File: config.mk
export PLATFORM = sky130hd
export DESIGN_NAME = can_tx_mailbox_scheduler
export DESIGN_NICKNAME = d
export VERILOG_FILES = /design/src/rtl/can_tx_mailbox_scheduler.sv
export SDC_FILE = /design/constraint.sdc
export NUM_CORES = 1
export LEC_CHECK = 0
export ABC_AREA = 1
export BUFFER_PORTS_ARGS = -buffer_cell sky130_fd_sc_hd__clkbuf_2
export CAP_MARGIN = 20
export CORE_ASPECT_RATIO = 0.5
export CORE_MARGIN = 4
export CORE_UTILIZATION = 38
export CTS_BUF_LIST = sky130_fd_sc_hd__clkbuf_4 sky130_fd_sc_hd__clkbuf_8 sky130_fd_sc_hd__clkbuf_16
export DETAILED_ROUTE_END_ITERATION = 6
export GPL_TIMING_DRIVEN = 0
export SETUP_SLACK_MARGIN = 0.15
export SLEW_MARGIN = 15
export SYNTH_ARGS = -nofsm -noshare
export SYNTH_HDL_FRONTEND = slang
export SYNTH_SLANG_ARGS = --single-unit
File: constraint.sdc
create_clock -name clock -period 16.1 [get_ports clock]
set_clock_uncertainty 0.1 [all_clocks]
set_input_delay 3.22 -clock clock [delete_from_list [all_inputs] [get_ports clock]]
set_output_delay 3.22 -clock clock [all_outputs]
set_load 0.01 [all_outputs]
File: src/rtl/can_tx_mailbox_scheduler.sv
// rtl/can_tx_mailbox_scheduler.sv - CAN transmit mailbox arbiter with retry, abort and pre-emption
module can_tx_mailbox_scheduler #(
  parameter int NUM_MB      = 4,
  parameter int MAX_RETRIES = 8,
  localparam int IW         = $clog2(NUM_MB)
) (
  input  logic              clock,
  input  logic              reset_n,
  input  logic              enable_i,
  input  logic              load_valid_i,
  input  logic [IW-1:0]     load_index_i,
  input  logic [10:0]       load_identifier_i,
  input  logic [3:0]        load_dlc_i,
  input  logic [63:0]       load_data_i,
  input  logic              load_frame_type_i,
  input  logic [NUM_MB-1:0] abort_mask_i,
  input  logic              bus_idle_i,
  input  logic              tx_done_i,
  input  logic              tx_error_i,
  input  logic              arb_lost_i,
  output logic              tx_start_o,
  output logic [10:0]       tx_identifier_o,
  output logic [3:0]        tx_dlc_o,
  output logic [63:0]       tx_data_o,
  output logic              tx_frame_type_o,
  output logic [NUM_MB-1:0] mb_pending_o,
  output logic              load_busy_o,
  output logic              done_pulse_o,
  output logic              fail_pulse_o,
  output logic [IW-1:0]     active_index_o,
  output logic [3:0]        retry_count_o
);

  localparam logic [1:0] ST_IDLE      = 2'd0;
  localparam logic [1:0] ST_SELECT    = 2'd1;
  localparam logic [1:0] ST_WAIT_IDLE = 2'd2;
  localparam logic [1:0] ST_TRANSMIT  = 2'd3;
  localparam logic [3:0] MAX_R        = 4'(MAX_RETRIES);

  logic [1:0]        state_q, state_d;
  logic [NUM_MB-1:0] pending_q, pending_d;
  logic [10:0]       mb_id_q   [NUM_MB];
  logic [3:0]        mb_dlc_q  [NUM_MB];
  logic [63:0]       mb_data_q [NUM_MB];
  logic              mb_type_q [NUM_MB];
  logic [IW-1:0]     active_q, active_d;
  logic [3:0]        retry_q, retry_d, retry_inc;
  logic [10:0]       tx_id_q, tx_id_d;
  logic [3:0]        tx_dlc_q, tx_dlc_d;
  logic [63:0]       tx_data_q, tx_data_d;
  logic              tx_type_q, tx_type_d;
  logic              done_q, done_d;
  logic              fail_q, fail_d;
  logic              start_go;
  logic              clear_active;
  logic              holds_active;
  logic              load_accept;
  logic [NUM_MB-1:0] abort_eff;
  logic              win_found;
  logic [IW-1:0]     win_idx;
  logic [10:0]       win_id;

  // The active mailbox is owned by the transmitter path from WAIT_IDLE until the frame resolves.
  assign holds_active = (state_q == ST_WAIT_IDLE) || (state_q == ST_TRANSMIT);
  assign load_busy_o  = load_valid_i && holds_active && (load_index_i == active_q);
  assign load_accept  = load_valid_i && !load_busy_o && !abort_mask_i[load_index_i];
  assign retry_inc    = (retry_q == MAX_R) ? retry_q : retry_q + 4'd1;

  assign tx_start_o      = start_go & enable_i;
  assign tx_identifier_o = tx_id_q;
  assign tx_dlc_o        = tx_dlc_q;
  assign tx_data_o       = tx_data_q;
  assign tx_frame_type_o = tx_type_q;
  assign mb_pending_o    = pending_q;
  assign done_pulse_o    = done_q;
  assign fail_pulse_o    = fail_q;
  assign active_index_o  = active_q;
  assign retry_count_o   = retry_q;

  // Lowest identifier among pending mailboxes wins; strict compare keeps ties on the lower index.
  always_comb begin
    win_found = 1'b0;
    win_idx   = '0;
    win_id    = '1;
    for (int i = 0; i < NUM_MB; i++) begin
      if (pending_q[i] && (!win_found || (mb_id_q[i] < win_id))) begin
        win_found = 1'b1;
        win_idx   = IW'(i);
        win_id    = mb_id_q[i];
      end
    end
  end

  // Scheduler FSM: arbitration, bus-idle wait and resolution of the transmitter outcome.
  always_comb begin
    state_d      = state_q;
    active_d     = active_q;
    retry_d      = retry_q;
    tx_id_d      = tx_id_q;
    tx_dlc_d     = tx_dlc_q;
    tx_data_d    = tx_data_q;
    tx_type_d    = tx_type_q;
    done_d       = 1'b0;
    fail_d       = 1'b0;
    start_go     = 1'b0;
    clear_active = 1'b0;
    case (state_q)
      ST_IDLE: begin
        if (|pending_q) state_d = ST_SELECT;
      end
      ST_SELECT: begin
        if (!win_found) begin
          state_d = ST_IDLE;
        end else begin
          active_d  = win_idx;
          tx_id_d   = mb_id_q[win_idx];
          tx_dlc_d  = mb_dlc_q[win_idx];
          tx_data_d = mb_data_q[win_idx];
          tx_type_d = mb_type_q[win_idx];
          // A different winner (including a pre-empted frame coming back) starts a fresh retry budget.
          if (win_idx != active_q) retry_d = 4'd0;
          state_d = ST_WAIT_IDLE;
        end
      end
      ST_WAIT_IDLE: begin
        if (!pending_q[active_q] || abort_mask_i[active_q]) begin
          state_d = ST_IDLE;
        end else if (bus_idle_i) begin
          start_go = 1'b1;
          state_d  = ST_TRANSMIT;
        end
      end
      default: begin
        if (tx_done_i) begin
          clear_active = 1'b1;
          done_d       = 1'b1;
          retry_d      = 4'd0;
          state_d      = ST_IDLE;
        end else if (tx_error_i) begin
          if (retry_inc == MAX_R) begin
            clear_active = 1'b1;
            fail_d       = 1'b1;
            retry_d      = 4'd0;
            state_d      = ST_IDLE;
          end else begin
            retry_d = retry_inc;
            state_d = ST_SELECT;
          end
        end else if (arb_lost_i) begin
          state_d = ST_SELECT;
        end
      end
    endcase
  end

  // Pending bits: load sets, abort clears (abort wins), the frame in flight is immune to abort.
  always_comb begin
    pending_d = pending_q;
    if (load_accept) pending_d[load_index_i] = 1'b1;
    abort_eff = abort_mask_i;
    if (state_q == ST_TRANSMIT) abort_eff[active_q] = 1'b0;
    pending_d = pending_d & ~abort_eff;
    if (clear_active) pending_d[active_q] = 1'b0;
  end

  // Mailbox storage, written only by accepted loads.
  always_ff @(posedge clock or negedge reset_n) begin
    if (!reset_n) begin
      for (int i = 0; i < NUM_MB; i++) begin
        mb_id_q[i]   <= '0;
        mb_dlc_q[i]  <= '0;
        mb_data_q[i] <= '0;
        mb_type_q[i] <= 1'b0;
      end
    end else if (!enable_i) begin
      for (int i = 0; i < NUM_MB; i++) begin
        mb_id_q[i]   <= '0;
        mb_dlc_q[i]  <= '0;
        mb_data_q[i] <= '0;
        mb_type_q[i] <= 1'b0;
      end
    end else if (load_accept) begin
      mb_id_q[load_index_i]   <= load_identifier_i;
      mb_dlc_q[load_index_i]  <= load_dlc_i;
      mb_data_q[load_index_i] <= load_data_i;
      mb_type_q[load_index_i] <= load_frame_type_i;
    end
  end

  // Control and latched transmit fields, cleared by reset or by enable going low.
  always_ff @(posedge clock or negedge reset_n) begin
    if (!reset_n) begin
      state_q   <= ST_IDLE;
      pending_q <= '0;
      active_q  <= '0;
      retry_q   <= '0;
      tx_id_q   <= '0;
      tx_dlc_q  <= '0;
      tx_data_q <= '0;
      tx_type_q <= 1'b0;
      done_q    <= 1'b0;
      fail_q    <= 1'b0;
    end else if (!enable_i) begin
      state_q   <= ST_IDLE;
      pending_q <= '0;
      active_q  <= '0;
      retry_q   <= '0;
      tx_id_q   <= '0;
      tx_dlc_q  <= '0;
      tx_data_q <= '0;
      tx_type_q <= 1'b0;
      done_q    <= 1'b0;
      fail_q    <= 1'b0;
    end else begin
      state_q   <= state_d;
      pending_q <= pending_d;
      active_q  <= active_d;
      retry_q   <= retry_d;
      tx_id_q   <= tx_id_d;
      tx_dlc_q  <= tx_dlc_d;
      tx_data_q <= tx_data_d;
      tx_type_q <= tx_type_d;
      done_q    <= done_d;
      fail_q    <= fail_d;
    end
  end

endmodule
==> results of run 1 <==
## worst max-delay path by stage
stage / startpoint / end / slack, ns / cells past startpoint
floorplan: enable_i / tx_start_o / 8.63 / 7
global placement: reset_n / retry_count_o[2] / 1.90 / 1
detailed placement: enable_i / tx_start_o / 8.18 / 8
CTS: enable_i / tx_start_o / 8.17 / 8
global route: mb_pending_o[0] / tx_dlc_o[2] / 7.58 / 37
finish: mb_pending_o[0] / tx_identifier_o[10] / 7.90 / 34
## Yosys cell counts (3+ instances only)
library cell / n / area [um^2]
a2111oi_0: 4 / 35.0
a21oi_1: 15 / 75.1
a221oi_1: 3 / 26.3
a22oi_1: 3 / 22.5
a31oi_1: 3 / 18.8
buf_1: 19 / 71.3
buf_2: 28 / 140
buf_4: 13 / 97.6
clkbuf_1: 119 / 447
dfrtp_1: 414 / 10400
ha_1: 31 / 388
inv_1: 54 / 203
inv_2: 9 / 33.8
nand2_1: 409 / 1540
nand2_2: 7 / 43.8
nand2_4: 4 / 45.0
nand3_1: 329 / 1650
nand4_1: 6 / 37.5
nor2_1: 212 / 796
nor3_1: 4 / 20.0
o21ai_0: 426 / 2130
o21ai_1: 46 / 230
o22ai_1: 99 / 619
## cell type report
class / instances / area, um^2 / area share
flip-flops and latches: 414 / 10400 / 0.462
multi-input cells: 1611 / 7760 / 0.346
clock buffers: 57 / 1210 / 0.0539
repair buffers: 192 / 1080 / 0.0482
well taps: 649 / 812 / 0.0362
plain buffers: 181 / 778 / 0.0347
inverters: 65 / 246 / 0.0110
clock inverters: 16 / 193 / 0.00859
diodes: 1 / 2.50 / 0.000112
## per-stage QoR
stage	hold WS [ns]	utilization
after floorplan	0.375	-
after global placement	0.364	0.425
after detailed placement	0.364	0.428
after CTS	0.382	0.457
after global routing	0.400	0.457
final	0.377	0.457
## per-layer routing
metal / track usage / part of all wire / up-vias
met5: 0 / 0 / -
met4: 0.0610 / 0.022 / 0
met3: 0.0342 / 0.057 / 104
met2: 0.387 / 0.49 / 532
met1: 0.309 / 0.43 / 8815
li1: - / - / 8258
## power by group through the flow
stage          logic, W  registers, W  clock network [W]
5_1_grt        0.000240       0.00108            0.00108
2_1_floorplan  0.000113       0.00110                  0
6_report       0.000215       0.00108            0.00101
3_5_place_dp   0.000215       0.00110                  0
3_3_place_gp   0.000209       0.00110                  0
4_1_cts        0.000216       0.00108            0.00103
## worst max-delay path: cells and delay by family (launching register included)
kind / cells / cell delay [ns]
compound gates: 10 / 3.65
simple gates: 16 / 2.06
buf+inv: 5 / 1.06
fa+ha+maj: 3 / 0.89
flops: 1 / 0.34
## registers in the layout, indices dropped and copies added, names as in the netlist
| register | flops |
|---|---|
| mb_data_q | 256 |
| tx_data_o | 64 |
| mb_id_q | 44 |
| mb_dlc_q | 16 |
| tx_identifier_o | 11 |
| mb_pending_o | 4 |
| mb_type_q | 4 |
| retry_count_o | 4 |
| tx_dlc_o | 4 |
| active_index_o | 2 |
| state_q | 2 |
| done_pulse_o | 1 |
| fail_pulse_o | 1 |
| tx_frame_type_o | 1 |
## cell families (layout without fill, tap and decap cells)
family	Yosys count	after routing	share of synthesized area
adders and majority gates	31	31	0.0203
other	0	1	0
xor gates and xnor gates	2	2	0.000916
AOI/OAI and AO/OA	605	605	0.168
buffers and inverters	246	511	0.0536
DFF	414	414	0.541
and+or+nand+nor	973	973	0.216
==> metrics.txt, run 1 <==
# TYPE chip_impl_metric gauge
chip_impl_info{name="most_common_cell_after_layout_fill_and_taps_aside",value="o21ai_0"} 1
chip_impl_metric{name="io_buffer_count",unit=""} 186
chip_impl_metric{name="cts_resized",unit=""} 0
chip_impl_metric{name="clock_sink_count",unit=""} 414
chip_impl_metric{name="final_antenna_net_count",unit=""} 0
chip_impl_metric{name="timing_worst_slew_pin_value",unit="ns"} 1.22
chip_impl_metric{name="pre_cts_ws",unit="ns"} 8.18
chip_impl_metric{name="routed_via_count",unit=""} 17700
chip_impl_metric{name="first_pass_iters",unit=""} 6
chip_impl_metric{name="syn_to_final_growth",unit="%"} 17.3
chip_impl_metric{name="final_net_count",unit=""} 2630
chip_impl_metric{name="power.net_switching",unit="W"} 0.000598
chip_impl_metric{name="coreArea",unit="um^2"} 49100
chip_impl_metric{name="grt_first_pass_wirelength",unit="mm"} 99.6
chip_impl_metric{name="drive_gt1_frac",unit=""} 0.131
chip_impl_metric{name="worstPathMaxFanout",unit=""} 10
chip_impl_metric{name="synth-warning-count",unit=""} 0
chip_impl_metric{name="arrival",unit="ns"} 8.59
chip_impl_metric{name="power.ir.vdd_worst",unit="uV"} 62.3
chip_impl_metric{name="max_freq",unit="MHz"} 122
chip_impl_metric{name="power.internal",unit="W"} 0.00171
chip_impl_metric{name="netSwitchingFraction",unit=""} 0.259
chip_impl_info{name="critPathCaptureType",value="flop"} 1
chip_impl_metric{name="post_route_clock_period_utilization",unit=""} 0.509
chip_impl_metric{name="required_arrival_time_at_the_worst_endpoint",unit="ns"} 16.49
chip_impl_metric{name="synthesis.nets",unit=""} 2396
chip_impl_metric{name="mappedNetlistArea",unit="um^2"} 19100
chip_impl_metric{name="cts.path.max_buffers",unit=""} 3
chip_impl_metric{name="grt_ovf",unit=""} 0
chip_impl_metric{name="total_count_of_hold_check_failures_in_the_final_report",unit=""} 0
chip_impl_metric{name="synth_cells",unit=""} 2271
chip_impl_metric{name="holdBufCountCts",unit=""} 0
chip_impl_info{name="rr_endpoint",value="tx_identifier_o[10]"} 1
chip_impl_info{name="worst_path_most_repeated_cell",value="nand2_1"} 1
chip_impl_metric{name="power-per-cell-area",unit="nW/um^2"} 103
chip_impl_metric{name="setup_total_negative_slack",unit="ns"} 0
chip_impl_info{name="run_status",value="finished clean"} 1
chip_impl_metric{name="dr.first_iter.drc_count",unit=""} 1657
chip_impl_metric{name="placed_standard_cell_area",unit="um^2"} 21000
chip_impl_metric{name="floorplan.die.width",unit="um"} 325
chip_impl_metric{name="dp_cells",unit=""} 3111
chip_impl_metric{name="final-setup-viol-count",unit=""} 0
chip_impl_metric{name="yosys.cell_types.count",unit=""} 34
chip_impl_metric{name="power.sequential.fraction",unit=""} 0.468
chip_impl_info{name="synth_ff_type",value="dfrtp_1"} 1
chip_impl_metric{name="dpl.hpwl",unit="mm"} 44.3
chip_impl_metric{name="h_tree_levels",unit=""} 2
chip_impl_metric{name="layout.filler_cells",unit=""} 4996
chip_impl_metric{name="totalPowerFinal",unit="W"} 0.00231
chip_impl_info{name="timing.hold.worst.class",value="flop to flop"} 1
chip_impl_metric{name="critical_path.max_stage_delay",unit="ns"} 0.97
chip_impl_metric{name="cts.repair_timing.setup_buffer_count",unit=""} 0
chip_impl_info{name="clock_tree_from_tritoncts",value="yes"} 1
chip_impl_info{name="timing.hold.worst_endpoint",value="tx_data_o[36]"} 1
chip_impl_metric{name="timing.final.crit_period",unit="ns"} 8.20
chip_impl_metric{name="track_usage",unit=""} 0.229
chip_impl_metric{name="timing.final.ws_setup",unit="ns"} 7.90
chip_impl_metric{name="clkTransAtPathRegs",unit="ns"} 0.07
chip_impl_metric{name="die_y",unit="um"} 167
chip_impl_metric{name="power.share.clock",unit=""} 0.439
chip_impl_metric{name="synth.yosys.seq_area_share",unit=""} 0.541
chip_impl_metric{name="fp-row-count",unit=""} 57
chip_impl_metric{name="synth.avg_cell_area",unit="um^2"} 8.43
chip_impl_metric{name="remaining_drc_errors",unit=""} 0
chip_impl_info{name="worstSetupStartpointType",value="flop"} 1
chip_impl_info{name="slowest_stage",value="a21oi_1"} 1
chip_impl_info{name="timing.setup.critical_path_class",value="flop to flop"} 1
chip_impl_metric{name="comb_power_share",unit=""} 0.093
chip_impl_metric{name="route.final.wire_length",unit="mm"} 63.1
chip_impl_metric{name="clk_latency",unit="ns"} 0.55
chip_impl_metric{name="grt_start_max_net_pins",unit=""} 93
chip_impl_metric{name="slew_viol_final",unit=""} 0
chip_impl_metric{name="synth_seq_cells",unit=""} 414
chip_impl_metric{name="instances_no_fill",unit=""} 3186
chip_impl_metric{name="grt_pass1_vias",unit=""} 17600
chip_impl_metric{name="antenna_found_initial",unit=""} 0
chip_impl_metric{name="holdPathStages",unit=""} 2
chip_impl_metric{name="detailed_route_wire_length_per_cell",unit="um"} 19.8
chip_impl_metric{name="timing.max_cap.violations",unit=""} 0
chip_impl_metric{name="initial_utilization",unit=""} 0.389
chip_impl_metric{name="via_per_inst",unit=""} 5.56
chip_impl_info{name="most-common-layout-cells",value="426 x o21ai_0, 414 x dfrtp_1, 409 x nand2_1"} 1
chip_impl_info{name="timing.rr.start",value="mb_pending_o[0]"} 1
chip_impl_metric{name="count_of_flip_flops_with_a_built_in_enable_after_synthesis",unit=""} 0
chip_impl_metric{name="normalized_max_slew_margin",unit=""} 0.189
chip_impl_info{name="clock_tree.root_cell",value="clkbuf_16"} 1
chip_impl_metric{name="synth-async-reset-ratio",unit=""} 1.00
chip_impl_info{name="rsz0062_at_grt",value="no"} 1
chip_impl_metric{name="cts_buffers",unit=""} 40
chip_impl_metric{name="place.gp.congestion",unit=""} 0.867
chip_impl_info{name="timing.hold.worst.start",value="tx_data_o[36]"} 1
chip_impl_metric{name="final_design_area_no_fill",unit="um^2"} 22400
chip_impl_metric{name="reg2regPathDepth",unit=""} 34
chip_impl_metric{name="reported_leakage_power",unit="nW"} 11.0
chip_impl_metric{name="num_io_pins",unit=""} 188
chip_impl_metric{name="setup.reg_to_reg.worst_slack",unit="ns"} 7.90
chip_impl_metric{name="design.die.area",unit="um^2"} 54200
Note: power is estimated with default switching activity, not from simulation.
==> run 2: changes to the inputs <==
Clock period 16.1 ns to 7.37 ns, I/O delays scaled along.
==> run 2 against run 1 <==
Net effect: sequential power rose by 120%; routed wire length rose by 0.16%; first-iteration DRC count fell by 0.97%; die area did not move; count of clock-buffer cells in the layout did not move; critical path depth rose by 3; register-to-register slack got worse by 7.3 ns; flip-flop and latch count did not move; global-route usage barely moved; power rose by 120%; sequential share of layout area fell by 0.11 points; via count fell by 0.56%; largest cell class unchanged.
==> metrics.txt, run 2 (synthesis gave the netlist of run 1 again) <==
# TYPE chip_impl_metric gauge
chip_impl_info{name="run_status",value="finished clean"} 1
chip_impl_metric{name="design.die.area",unit="um^2"} 54200
chip_impl_metric{name="antenna_found_initial",unit=""} 0
chip_impl_metric{name="post_route_clock_period_utilization",unit=""} 0.924
chip_impl_info{name="clock_tree_from_tritoncts",value="yes"} 1
chip_impl_info{name="rsz0062_at_grt",value="no"} 1
chip_impl_metric{name="final_design_area_no_fill",unit="um^2"} 22500
chip_impl_metric{name="pre_cts_ws",unit="ns"} -0.511
chip_impl_metric{name="setup.reg_to_reg.worst_slack",unit="ns"} 0.56
chip_impl_metric{name="cts.path.max_buffers",unit=""} 3
chip_impl_metric{name="first_pass_iters",unit=""} 5
chip_impl_metric{name="totalPowerFinal",unit="W"} 0.00505
chip_impl_info{name="timing.hold.worst.class",value="flop to flop"} 1
chip_impl_metric{name="final_net_count",unit=""} 2632
chip_impl_metric{name="routed_via_count",unit=""} 17600
chip_impl_metric{name="arrival",unit="ns"} 7.19
chip_impl_metric{name="clock_sink_count",unit=""} 414
chip_impl_metric{name="max_freq",unit="MHz"} 147
chip_impl_metric{name="coreArea",unit="um^2"} 49100
chip_impl_metric{name="die_y",unit="um"} 167
chip_impl_metric{name="via_per_inst",unit=""} 5.53
chip_impl_metric{name="placed_standard_cell_area",unit="um^2"} 21000
chip_impl_metric{name="num_io_pins",unit=""} 188
chip_impl_info{name="critPathLaunch",value="mb_pending_o[0]"} 1
chip_impl_metric{name="power-per-cell-area",unit="nW/um^2"} 225
chip_impl_info{name="rr_endpoint",value="tx_data_o[29]"} 1
chip_impl_metric{name="initial_utilization",unit=""} 0.389
chip_impl_metric{name="syn_to_final_growth",unit="%"} 17.6
chip_impl_metric{name="timing.final.ws_setup",unit="ns"} 0.560
chip_impl_info{name="most_common_cell_after_layout_fill_and_taps_aside",value="o21ai_0"} 1
chip_impl_metric{name="dr.first_iter.drc_count",unit=""} 1641
chip_impl_info{name="clock_tree.root_cell",value="clkbuf_16"} 1
chip_impl_metric{name="diodes",unit=""} 0
chip_impl_metric{name="power.ir.vdd_worst",unit="uV"} 135
chip_impl_metric{name="seq_area",unit="um^2"} 10400
chip_impl_metric{name="floorplan.die.width",unit="um"} 325
chip_impl_metric{name="timing.max_cap.violations",unit=""} 0
chip_impl_metric{name="total_count_of_hold_check_failures_in_the_final_report",unit=""} 0
chip_impl_metric{name="multi_input_comb_area",unit="um^2"} 7790
chip_impl_info{name="timing.rr.start",value="mb_pending_o[0]"} 1
chip_impl_metric{name="timing_worst_slew_pin_value",unit="ns"} 1.14
chip_impl_metric{name="setup_total_negative_slack",unit="ns"} 0
chip_impl_metric{name="reg2regPathDepth",unit=""} 37
chip_impl_info{name="largest-register",value="mb_data_q"} 1
chip_impl_metric{name="io_buffer_count",unit=""} 186
chip_impl_metric{name="h_tree_levels",unit=""} 2
chip_impl_metric{name="required_arrival_time_at_the_worst_endpoint",unit="ns"} 7.75
chip_impl_metric{name="timing.final.crit_period",unit="ns"} 6.81
chip_impl_metric{name="fp-row-count",unit=""} 57
chip_impl_info{name="timing.setup.critical_path_class",value="flop to flop"} 1
chip_impl_metric{name="grt_ovf",unit=""} 0
chip_impl_metric{name="cts_buffers",unit=""} 40
chip_impl_metric{name="place.gp.congestion",unit=""} 0.867
chip_impl_metric{name="largest_register_ffs",unit=""} 256
chip_impl_metric{name="clk_latency",unit="ns"} 0.55
chip_impl_metric{name="slew_viol_final",unit=""} 0
chip_impl_metric{name="track_usage",unit=""} 0.229
chip_impl_metric{name="dpl.hpwl",unit="mm"} 44.3
chip_impl_metric{name="route.final.wire_length",unit="mm"} 63.2
chip_impl_metric{name="normalized_max_slew_margin",unit=""} 0.239
chip_impl_metric{name="grt_pass1_vias",unit=""} 17700
chip_impl_metric{name="grt_start_max_net_pins",unit=""} 93
chip_impl_info{name="worstSetupStartpointType",value="flop"} 1
chip_impl_metric{name="grt_first_pass_wirelength",unit="mm"} 99.6
chip_impl_metric{name="final-setup-viol-count",unit=""} 0
chip_impl_metric{name="reported_leakage_power",unit="nW"} 11.0
chip_impl_info{name="slowest_stage",value="ha_1"} 1
chip_impl_info{name="critPathCaptureType",value="flop"} 1
chip_impl_metric{name="drive_gt1_frac",unit=""} 0.135
chip_impl_metric{name="worstPathMaxFanout",unit=""} 10
chip_impl_metric{name="final_antenna_net_count",unit=""} 0
chip_impl_info{name="setup.worst_path.end",value="tx_data_o[29]"} 1
chip_impl_metric{name="fin_worst_hold_slack",unit="ns"} 0.377
chip_impl_metric{name="clkTransAtPathRegs",unit="ns"} 0.06
chip_impl_metric{name="remaining_drc_errors",unit=""} 0
chip_impl_metric{name="critical_path.max_stage_delay",unit="ns"} 0.35
chip_impl_info{name="most-common-layout-cells",value="422 x o21ai_0, 414 x dfrtp_1, 409 x nand2_1"} 1
chip_impl_metric{name="layout.filler_cells",unit=""} 4980
chip_impl_metric{name="detailed_route_wire_length_per_cell",unit="um"} 19.8
## run 2: cell types whose count changed in the layout (fill, tap and decap cells not counted), sizes merged
cell	delta
clkinv	-1
buf	+1
clkinvlp	+2
diode	-1
## run 2: timing repair
action	4_1_cts	5_1_grt
hold buffers	0	0
setup endpoints to repair	86	86
resized for setup	7	13
cloned	0	1
setup buffers	0	1
## run 2: stage by stage
step,utilization,instances
floorplan,-,2271
finish,0.458,3187
global placement,0.425,3106
CTS,0.457,3184
global route,0.458,3187
detailed placement,0.428,3111
## run 2: where the power goes
part	leakage (nW)	internal [W]	switching, W
clock network	0.702	0.00129	0.000927
logic	4.56	0.000130	0.000342
registers	5.74	0.00233	0.0000366
total	11.0	0.00374	0.00131
## run 2: how the worst min path moves through the flow
stage,to,cells after the start,slack [ns],start
2_1_floorplan,mb_data_q[104],2,0.38,mb_data_q[104]
3_3_place_gp,tx_data_o[47],2,0.36,tx_data_o[47]
3_5_place_dp,tx_data_o[36],2,0.36,tx_data_o[36]
4_1_cts,tx_data_o[36],2,0.38,tx_data_o[36]
5_1_grt,tx_data_o[40],2,0.40,tx_data_o[40]
6_report,tx_data_o[36],2,0.38,tx_data_o[36]
## run 2: layer usage
| metal | routed length (um) | vias up | global-route usage |
|---|---|---|---|
| met5 | 0 | - | 0 |
| met1 | 27500 | 8747 | 0.309 |
| met3 | 3620 | 97 | 0.0350 |
| met4 | 1460 | 0 | 0.0619 |
| met2 | 30600 | 514 | 0.386 |
| li1 | - | 8251 | - |
## run 2: layout make-up
type | count | share of cell area
repair inverters | 1 | 0.000334
inverters | 65 | 0.0111
flip-flops and latches | 414 | 0.461
clock buffers | 57 | 0.0537
multi-input cells | 1611 | 0.346
repair buffers | 193 | 0.0484
well taps | 649 | 0.0361
clock inverters | 16 | 0.00857
plain buffers | 181 | 0.0348
## run 2: worst max-delay path: cells and delay by family (launching register included)
family | cells | cell delay [ns]
AO/OA/AOI/OAI | 9 | 1.73
adder cells (fa/ha/maj) | 3 | 0.91
buffers and inverters | 7 | 1.57
flip-flops | 1 | 0.34
AND/OR/NAND/NOR | 18 | 2.07
==> run 3: changes to the inputs <==
Settings changed: CORE_ASPECT_RATIO 0.5 to 0.9, CORE_UTILIZATION 38 to 54, PLACE_DENSITY set to 0.77.
==> run 3 against run 2 <==
Net effect: global-route usage is 9.1 points higher; count of clock-buffer cells in the layout is 3 higher; via count is 5.8% higher; combinational power is 1% higher; first-iteration DRC count is 51% higher; sequential share of layout area is 0.26 points higher; largest power group unchanged; maximum frequency is 1.3% higher; critical endpoint is now tx_data_o[45]; non-clock buffer count is 1 lower; sequential power hardly changed.
==> metrics.txt, run 3 (synthesis gave the netlist of run 1 again) <==
# TYPE chip_impl_metric gauge
chip_impl_metric{name="die_y",unit="um"} 187
chip_impl_info{name="clock_tree_from_tritoncts",value="yes"} 1
chip_impl_metric{name="via_per_inst",unit=""} 6.19
chip_impl_metric{name="timing_worst_slew_pin_value",unit="ns"} 1.06
chip_impl_metric{name="clk_latency",unit="ns"} 0.56
chip_impl_metric{name="normalized_max_slew_margin",unit=""} 0.294
chip_impl_metric{name="timing.final.crit_period",unit="ns"} 6.73
chip_impl_metric{name="floorplan.die.width",unit="um"} 206
chip_impl_metric{name="drive_gt1_frac",unit=""} 0.136
chip_impl_metric{name="power.share.clock",unit=""} 0.450
chip_impl_metric{name="dr.first_iter.drc_count",unit=""} 2480
chip_impl_info{name="clock_tree.root_cell",value="clkbuf_16"} 1
chip_impl_info{name="most_common_cell_after_layout_fill_and_taps_aside",value="o21ai_0"} 1
chip_impl_info{name="timing.hold.worst.class",value="flop to flop"} 1
chip_impl_metric{name="critical_path.max_stage_delay",unit="ns"} 0.38
chip_impl_metric{name="holdBufCountCts",unit=""} 0
chip_impl_metric{name="power.sequential.fraction",unit=""} 0.458
chip_impl_metric{name="clock_sink_count",unit=""} 414
chip_impl_metric{name="largest_register_ffs",unit=""} 256
chip_impl_metric{name="h_tree_levels",unit=""} 2
chip_impl_metric{name="antenna_found_initial",unit=""} 1
chip_impl_metric{name="max_freq",unit="MHz"} 149
chip_impl_metric{name="final_net_count",unit=""} 2634
chip_impl_metric{name="grt_ovf",unit=""} 0
chip_impl_info{name="run_status",value="finished clean"} 1
chip_impl_metric{name="num_io_pins",unit=""} 188
chip_impl_metric{name="power.internal",unit="W"} 0.00384
chip_impl_metric{name="cts_buffers",unit=""} 44
chip_impl_info{name="most-common-layout-cells",value="421 x o21ai_0, 414 x dfrtp_1, 409 x nand2_1"} 1
chip_impl_metric{name="routed_via_count",unit=""} 18600
chip_impl_metric{name="arrival",unit="ns"} 7.12
chip_impl_metric{name="place.gp.congestion",unit=""} 0.932
chip_impl_metric{name="power.net_switching",unit="W"} 0.00132
chip_impl_metric{name="worstPathMaxFanout",unit=""} 10
chip_impl_metric{name="final-setup-viol-count",unit=""} 0
chip_impl_metric{name="power.ir.vdd_worst",unit="uV"} 172
chip_impl_metric{name="post_route_clock_period_utilization",unit=""} 0.913
chip_impl_metric{name="track_usage",unit=""} 0.319
chip_impl_metric{name="instances_no_fill",unit=""} 3010
chip_impl_metric{name="io_buffer_count",unit=""} 186
chip_impl_metric{name="clkTransAtPathRegs",unit="ns"} 0.06
chip_impl_metric{name="syn_to_final_growth",unit="%"} 16.9
chip_impl_metric{name="final_antenna_net_count",unit=""} 0
chip_impl_metric{name="reported_leakage_power",unit="nW"} 11.1
chip_impl_metric{name="detailed_route_wire_length_per_cell",unit="um"} 20.7
chip_impl_metric{name="layout.filler_cells",unit=""} 2979
chip_impl_metric{name="initial_utilization",unit=""} 0.546
chip_impl_metric{name="total_count_of_hold_check_failures_in_the_final_report",unit=""} 0
chip_impl_metric{name="remaining_drc_errors",unit=""} 0
chip_impl_info{name="slowest_stage",value="dfrtp_1"} 1
chip_impl_metric{name="dp_cells",unit=""} 2932
chip_impl_metric{name="grt_first_pass_wirelength",unit="mm"} 99.2
chip_impl_info{name="worst_path_most_repeated_cell",value="nand2_1"} 1
chip_impl_metric{name="power-per-cell-area",unit="nW/um^2"} 231
chip_impl_info{name="timing.setup.critical_path_class",value="flop to flop"} 1
chip_impl_metric{name="grt_start_max_net_pins",unit=""} 92
chip_impl_metric{name="first_pass_iters",unit=""} 7
chip_impl_metric{name="slew_viol_final",unit=""} 0
chip_impl_metric{name="coreArea",unit="um^2"} 35100
chip_impl_metric{name="design.die.area",unit="um^2"} 38500
chip_impl_metric{name="dpl.hpwl",unit="mm"} 42.7
chip_impl_info{name="critPathCaptureType",value="flop"} 1
chip_impl_info{name="largest-register",value="mb_data_q"} 1
chip_impl_metric{name="timing.max_cap.violations",unit=""} 0
chip_impl_metric{name="route.final.wire_length",unit="mm"} 62.4
chip_impl_info{name="worstSetupStartpointType",value="flop"} 1
chip_impl_metric{name="netSwitchingFraction",unit=""} 0.256
chip_impl_metric{name="required_arrival_time_at_the_worst_endpoint",unit="ns"} 7.76
chip_impl_metric{name="finish.utilization",unit=""} 0.638
chip_impl_metric{name="comb_power_share",unit=""} 0.093
chip_impl_metric{name="fp-row-count",unit=""} 65
chip_impl_metric{name="cts.path.max_buffers",unit=""} 3
chip_impl_info{name="rsz0062_at_grt",value="no"} 1
chip_impl_metric{name="fin_worst_hold_slack",unit="ns"} 0.381
chip_impl_metric{name="setup_total_negative_slack",unit="ns"} 0
chip_impl_metric{name="diodes",unit=""} 0
chip_impl_metric{name="grt_pass1_vias",unit=""} 18200
[run 3: cell count changes in the layout (fill, tap and decap cells not counted), sizes merged]
cell / change
clkinv: +3
clkbuf: +2
inv: -2
[run 3: repair_timing]
item                       4_1_cts  5_1_grt
hold endpoints to repair         0        0
cloned                           0        0
setup endpoints to repair        8       86
buffers inserted                 0        0
resized for setup                2       16
[run 3: path summary, 6_finish.rpt]
check / from / to / slack, ns / cells after the start
min reg2reg: tx_data_o[11] / tx_data_o[11] / 0.38 / 2
min: tx_data_o[11] / tx_data_o[11] / 0.38 / 2
max: mb_pending_o[0] / tx_data_o[45] / 0.64 / 40
max in group asynchronous: reset_n / mb_data_q[93] / 5.20 / 3
min in group asynchronous: reset_n / mb_id_q[14] / 0.75 / 1
max reg2reg: mb_pending_o[0] / tx_data_o[45] / 0.64 / 40
[run 3: routing by layer]
metal | wire length [um] | GRT usage
met2 | 28100 | 0.477
met3 | 7090 | 0.0735
met4 | 1990 | 0.107
met5 | 0 | 0
met1 | 25300 | 0.464
[run 3: final cells by class]
type,instances,area [um^2],share of cell area
clock inverter,18,209,0.00934
clock buffer,60,1310,0.0587
buffer,181,783,0.0350
inverter,65,250,0.0112
multi-input combinational,1611,7770,0.348
sequential,414,10400,0.463
timing repair buffer,192,1090,0.0488
tap,469,587,0.0262
[run 3: power groups by stage]
stage	Combinational, W	Sequential (W)	Clock (W)
2_1_floorplan	0.000246	0.00240	0
3_3_place_gp	0.000442	0.00240	0
3_5_place_dp	0.000464	0.00240	0
4_1_cts	0.000468	0.00236	0.00233
5_1_grt	0.000523	0.00237	0.00243
6_report	0.000479	0.00237	0.00232
[run 3: worst max-delay path: cells and delay by family, from the launching register on]
kind	cells	cell delay (ns)
simple gates	21	2.20
buf+inv	8	1.51
fa+ha+maj	3	0.87
compound gates	8	1.60
flops	1	0.38
[run 3: metrics by stage]
stage	total power [W]	setup WS, ns	instance area [um^2]
after floorplan	0.00264	1.94	19100
after global placement	0.00285	-4.41	20700
after detailed placement	0.00287	0.114	20800
after CTS	0.00517	0.250	22300
after global routing	0.00532	0.186	22400
final	0.00517	0.645	22400
